## config.mk

```make
export PLATFORM = sky130hd
export DESIGN_NAME = sync_fifo_flags
export DESIGN_NICKNAME = d
export VERILOG_FILES = /design/src/rtl/sync_fifo_flags.sv
export SDC_FILE = /design/constraint.sdc
export NUM_CORES = 2
export LEC_CHECK = 0
export CAP_MARGIN = 20
export CORE_UTILIZATION = 42
export DETAILED_ROUTE_END_ITERATION = 8
export MAX_ROUTING_LAYER = met4
export PLACE_DENSITY = 0.63
export SLEW_MARGIN = 40
export SYNTH_ARGS = -nofsm -noshare
export SYNTH_HDL_FRONTEND = slang
export SYNTH_SLANG_ARGS = --single-unit
```

## constraint.sdc

```tcl
create_clock -name clk -period 4.1 [get_ports clk]
set_input_delay 0.82 -clock clk [delete_from_list [all_inputs] [get_ports clk]]
set_output_delay 0.82 -clock clk [all_outputs]
set_load 0.03 [all_outputs]
```

## src/rtl/sync_fifo_flags.sv

```systemverilog
// Single-clock FIFO with occupancy count, registered threshold flags, flush and
// sticky overflow/underflow. FWFT selects registered or fall-through read data.
module sync_fifo_flags #(
  parameter int WIDTH     = 32,
  parameter int DEPTH     = 128,
  parameter int AF_THRESH = DEPTH - 4,
  parameter int AE_THRESH = 4,
  parameter int FWFT      = 0
) (
  input  logic                     clk,
  input  logic                     rst_n,
  input  logic                     WR_EN,
  input  logic [WIDTH-1:0]         data_in,
  input  logic                     RD_EN,
  input  logic                     flush,
  input  logic                     clr_err,
  output logic [WIDTH-1:0]         data_out,
  output logic                     rd_valid,
  output logic [$clog2(DEPTH):0]   count,
  output logic                     full,
  output logic                     empty,
  output logic                     almost_full,
  output logic                     almost_empty,
  output logic                     overflow,
  output logic                     underflow
);

  localparam int AW = $clog2(DEPTH);
  localparam int CW = AW + 1;
  localparam logic [CW-1:0] DEPTH_C = CW'(DEPTH);
  localparam logic [CW-1:0] AF_C    = CW'(AF_THRESH);
  localparam logic [CW-1:0] AE_C    = CW'(AE_THRESH);

  logic [WIDTH-1:0] mem [DEPTH];
  logic [AW-1:0]    wr_ptr;
  logic [AW-1:0]    rd_ptr;
  logic [CW-1:0]    cnt;
  logic [CW-1:0]    cnt_next;
  logic             full_q;
  logic             empty_q;
  logic             af_q;
  logic             ae_q;
  logic             overflow_q;
  logic             underflow_q;
  logic             rd_acc;
  logic             wr_acc;
  logic             wr_commit;
  logic             rd_commit;
  logic             ovf_set;
  logic             udf_set;

  // Acceptance uses pre-edge flags; a read frees a slot for a write at full.
  assign rd_acc    = RD_EN && !empty_q;
  assign wr_acc    = WR_EN && (!full_q || rd_acc);
  assign wr_commit = wr_acc && !flush;
  assign rd_commit = rd_acc && !flush;
  assign ovf_set   = !flush && WR_EN && !wr_acc;
  assign udf_set   = !flush && RD_EN && !rd_acc;

  always_comb begin
    cnt_next = cnt;
    if (flush) begin
      cnt_next = '0;
    end else begin
      case ({wr_acc, rd_acc})
        2'b10:   cnt_next = cnt + CW'(1);
        2'b01:   cnt_next = cnt - CW'(1);
        default: cnt_next = cnt;
      endcase
    end
  end

  always_ff @(posedge clk) begin
    if (!rst_n) begin
      wr_ptr      <= '0;
      rd_ptr      <= '0;
      cnt         <= '0;
      full_q      <= 1'b0;
      empty_q     <= 1'b1;
      af_q        <= 1'b0;
      ae_q        <= 1'b1;
      overflow_q  <= 1'b0;
      underflow_q <= 1'b0;
    end else begin
      if (flush) begin
        wr_ptr <= '0;
        rd_ptr <= '0;
      end else begin
        if (wr_acc) wr_ptr <= wr_ptr + AW'(1);
        if (rd_acc) rd_ptr <= rd_ptr + AW'(1);
      end
      cnt         <= cnt_next;
      full_q      <= (cnt_next == DEPTH_C);
      empty_q     <= (cnt_next == '0);
      af_q        <= (cnt_next >= AF_C);
      ae_q        <= (cnt_next <= AE_C);
      // A new error in the same cycle as clr_err keeps the flag set.
      overflow_q  <= ovf_set | (overflow_q  & !clr_err);
      underflow_q <= udf_set | (underflow_q & !clr_err);
    end
  end

  // Storage is deliberately not reset.
  always_ff @(posedge clk) begin
    if (rst_n && wr_commit) mem[wr_ptr] <= data_in;
  end

  generate
    if (FWFT != 0) begin : g_fwft
      assign data_out = mem[rd_ptr];
      assign rd_valid = !empty_q;
    end else begin : g_reg
      logic [WIDTH-1:0] dout_q;
      logic             rv_q;

      always_ff @(posedge clk) begin
        if (!rst_n) begin
          dout_q <= '0;
          rv_q   <= 1'b0;
        end else begin
          rv_q <= rd_commit;
          if (rd_commit) dout_q <= mem[rd_ptr];
        end
      end

      assign data_out = dout_q;
      assign rd_valid = rv_q;
    end
  endgenerate

  assign count        = cnt;
  assign full         = full_q;
  assign empty        = empty_q;
  assign almost_full  = af_q;
  assign almost_empty = ae_q;
  assign overflow     = overflow_q;
  assign underflow    = underflow_q;

endmodule
```

== After elaboration in Yosys (flattened, before gate mapping) ==
Memories as Yosys holds them, arrays and structs flattened. A register that Yosys moved wholly into a read port is not among the register bits.
Index checks and enable logic that the tools add are counted.
Storage, ports and cells
  logic and storage cells: 48
  register bits: 29
  memory bits (read-only): 0
  memory bits (writable): 4096
  memories kept: 1
  output and inout bits: 47
  bits of input ports: 38
  bits in latches: 0
Cells by class
  shift operators: 0
  reductions and logical operators: 19
  multiplexer cells: 4
  $add $sub $neg: 4
  $lt $le $gt $ge: 2
  equality and inequality tests: 3
  div/mod/pow operators: 0
  $mul: 0
  bitwise operators: 5
Memory list
  mem: words 128, width 32, rd ports 1, clocked after memory_dff 1, wr ports 1, RTL line 34  | logic [WIDTH-1:0] mem [DEPTH];
Operators with widths (count)
  $pmux 8 s2: 1
  $add 7x1->7 const B: 2
  $logic_and 1x1->1: 9
  $add 8x1->8 const B: 1
  $eq 8x8->1 const B: 1
  $ge 8x7->1 const B: 1
  $le 8x3->1 const B: 1
  $logic_not 8->1: 1
  $mux 8: 1
  $sub 8x1->8 const B: 1
  $logic_not 1->1: 7
  $and 1x1->1: 2
  $eq 2x1->1 const B: 1
  $eq 2x2->1 const B: 1
  $mux 1: 2
  $or 1x1->1: 2
  $reduce_or 2->1: 1
  $logic_or 1x1->1: 1
  $not 1->1: 1

== Longest topological paths before layout ==
  depth in word-level cells: 8
  mapped depth: 15
  gate-level depth less buffers: 13

== Worst setup path before layout ==
No wires, ideal clock.
  kind: in2reg
  start: input RD_EN
  end: memory mem[50][0], enable pin
  required time: 3.679 ns
  arrival: 3.603 ns
  cell stages on the path: 7
  library setup time: 0.421 ns
  slack: 0.076 ns
  buffers on the path: 1
  path through: nand2b_1 a21boi_1 inv_1 nor3_1 nand3b_1 clkbuf_1 nor2_1
Between the ends
  word-level cells in the longest chain between the ends: 7
Ends and longest elaborated chain
  start, declared: RTL line 14  | input logic RD_EN,
  $logic_and 1x1->1: RTL line 53  | assign rd_acc = RD_EN && !empty_q;
  $logic_or 1x1->1: RTL line 54  | assign wr_acc = WR_EN && (!full_q || rd_acc);
  $logic_and 1x1->1: RTL line 54
  $logic_and 1x1->1: RTL line 55  | assign wr_commit = wr_acc && !flush;
  $logic_and 1x1->1: RTL line 105  | if (rst_n && wr_commit) mem[wr_ptr] <= data_in;
  $mux 1: RTL line 105
  $mux 1 (not written as such): RTL line 105
  end, declared: RTL line 34
No other way between the ends.

==> metrics.txt <==
Final Hold Vio Count=0; required time of the critical path=4940 ps; Syn Inst Count=7,297; CORE AREA=379,000 µm²; crit-path max FO=54; clock root buffer=clkbuf_16; number of synthesized flops with an enable pin=4,096; Final Net Count=8,009; leakage power=56.4 nW; status=finished clean; dpl ws=-34.3 ps; CTS tree=built; Final Cycle Share=0.965; Top FF cell, synth=edfxtp_1; GRT Total Usage=0.248; Synth-to-Final Area Change=16.8%; syn_nets=7,340; Slew @ Worst Pin=981 ps; share of layout cells above drive strength 1=0.278; clock skew=71.8 ps; Hold WS=225 ps; met2 Use GR=0.375; # IOs=85; Worst Setup End Kind=flop; RSZ-0062 raised after global routing=false; drt pass-1 iters=5; relative slew slack=0.346; grt peak-use layer=met2; Yosys reg bits=4,157; Slowest cell on crit path=dfxtp_4; CP top delay family=compound AO/OA/AOI/OAI gates; MaxCap Viol Count=0; Async SR Flop Fraction=0; number of global-route vias before repair=80,535; DR vias=81,437; most common cell after layout, fill and taps aside=edfxtp_1; share of the synthesized area in the top cell type=0.770; register area=124,000 µm²; largest area contributor in the netlist=edfxtp_1; CTS Buf Count=415; setup bufs post-CTS=0; sw frac=0.202; DRC=0; crit path DAT=4800 ps; Power Total=86.8 mW; H-Tree Depth=5; largest net degree at the start of global routing=129; clock latency on the worst-skew pair=1000 ps; Reg power frac=0.538; Seq/Total Area, Yosys=0.777; VDD IR max=0.000365 V; clk sinks=4,157; GP Congestion=0.941; # fillers=29,863; Post-Syn Area=160,000 µm²; Gate power share=0.023; most frequent cells in the layout=edfxtp_1 (4,096), mux4_2 (900), mux2i_1 (490); worst-path cell chain=buf_4 -> buf_12 -> mux4_2 -> and3_1 -> a31oi_1 -> nand4_1 -> a211oi_2 -> a211oi_1; CTS clk-pin slew, worst paths=60 ps; # rows=226; GR Util met1=0.331; P_int=69.2 mW; area occupied by multi-input gates=34,100 µm²; synth top area cells=edfxtp_1 (77%), mux4_2 (13%), mux2i_1 (3.1%); Synth cell types=68; PortBufs=84; CP peak stage delay=790 ps; WL/cell=34.8 µm; kind of critical path=reg2reg; Synth Warn #=0; die area=383,000 µm²; global-route wire length before repair=644 mm; Vias/cell=6.10; Worst Hold Class=in2reg; Clk pwr share=0.439; total gr overflow=0; Syn Area/Cell=21.9 µm²; Chip Height=619 µm; Max Clock Freq=253 MHz; clk buf depth=4; final WL=465 mm; Buf/Inv on CP=2; Hold-fix buffers, CTS=0; detailed placement HPWL=286 mm; fin worst setup slack=142 ps; Post-DRT Antenna Nets=0; starting density of the core=0.422; Power Density=465 nW/µm²; CP startpoint kind=flop; Tmin final=3960 ps; Die X=619 µm; max-slew violation count=0; initial antenna violation count=40; Psw=17.5 mW; GRT met3 Usage=0.0520; setup violators final=0; 1st-iter DRT viols=11,609
cells in the mapped netlist (12+ instances only):
| cell | number |
|---|---|
| nor3_1 | 53 |
| buf_8 | 16 |
| a22oi_1 | 126 |
| o221ai_1 | 43 |
| a22o_1 | 12 |
| nand2_1 | 193 |
| mux4_2 | 900 |
| buf_6 | 67 |
| o22ai_1 | 70 |
| nand4_1 | 25 |
| a2111oi_0 | 27 |
| buf_4 | 49 |
| edfxtp_1 | 4096 |
| nor2b_1 | 25 |
| buf_1 | 30 |
| clkbuf_1 | 154 |
| o211ai_1 | 26 |
| dfxtp_1 | 61 |
| mux2i_1 | 490 |
| nand3_1 | 85 |
| a21oi_1 | 118 |
| buf_2 | 100 |
| a31oi_1 | 17 |
| nor4_1 | 14 |
| a221oi_1 | 45 |
| nor2_1 | 212 |
| o21ai_0 | 61 |
| a211oi_1 | 46 |
final timing paths:
path | start | end | slack, ps | cells after the start
hold reg to reg | underflow$_SDFF_PN0_ | underflow$_SDFF_PN0_ | 490 | 2
setup reg to reg | rd_ptr[0]$_SDFFE_PP0P_ | data_out[23]$_SDFFE_PN0P_ | 140 | 8
hold / removal | data_in[28] | mem[100][28]$_DFFE_PP_ | 220 | 1
setup / recovery | rd_ptr[0]$_SDFFE_PP0P_ | data_out[23]$_SDFFE_PN0P_ | 140 | 8
worst register-to-register path: stages (launching register included):
cell	delay [ps]
dfxtp_4	790
buf_4	350
buf_12	390
mux4_2	610
and3_1	190
a31oi_1	480
nand4_1	400
a211oi_2	530
a211oi_1	80
state kept, by name, indices dropped and copies added (netlist names), 7 cells and up:
signal	cells
mem	4096
data_out	32
wr_ptr	7
count	8
rd_ptr	7
what timing repair did:
item / 4_1_cts / 5_1_grt
endpoints found under the setup margin: 0 / 1
hold endpoints to repair: 0 / 0
resized for setup: 0 / 1
kinds of logic (layout without fill, tap and decap cells):
family	count (synthesis)	after routing	share of synthesized area
flip-flops	4157	4157	0.777
AO/OA/AOI/OAI	633	633	0.0277
multiplexers	1398	1398	0.158
buffers and inverters	429	1442	0.0169
adder cells (fa/ha/maj)	5	5	0.000391
other	0	28	0
AND/OR/NAND/NOR	657	657	0.0185
XOR/XNOR	18	18	0.000987
layout make-up:
| class | instances | area share |
|---|---|---|
| clock buffer | 513 | 0.0589 |
| antenna | 28 | 0.000375 |
| multi-input combinational | 2711 | 0.183 |
| clock inverter | 248 | 0.0139 |
| timing repair buffer | 674 | 0.0448 |
| tap | 5016 | 0.0336 |
| sequential | 4157 | 0.666 |
| inverter | 7 | 0.000181 |
power groups by stage:
stage	combinational (mW)	clock, mW	sequential [mW]
2_1_floorplan	0.694	0	47.6
3_3_place_gp	1.90	0	47.6
3_5_place_dp	1.98	0	47.6
4_1_cts	1.98	38.5	46.7
5_1_grt	2.08	40.0	46.7
6_report	2.00	38.1	46.7
per-stage QoR:
stage                     instance area (µm²)  instances  TNS (ps)   util
after floorplan                        160000       7297         0      -
after global placement                 173000      12550     -4030  0.455
after detailed placement               173000      12557     -34.3  0.456
after CTS                              186000      13318         0  0.492
after global routing                   187000      13342         0  0.492
final                                  187000      13354         0  0.493
metal layers:
layer  vias to the layer above  part of all wire
met4                         0             0.047
met1                     43746              0.38
met3                       773              0.10
met5                         -                 0
met2                      4650              0.46
li1                      32268                 -
(Power assumes the default switching activity.)
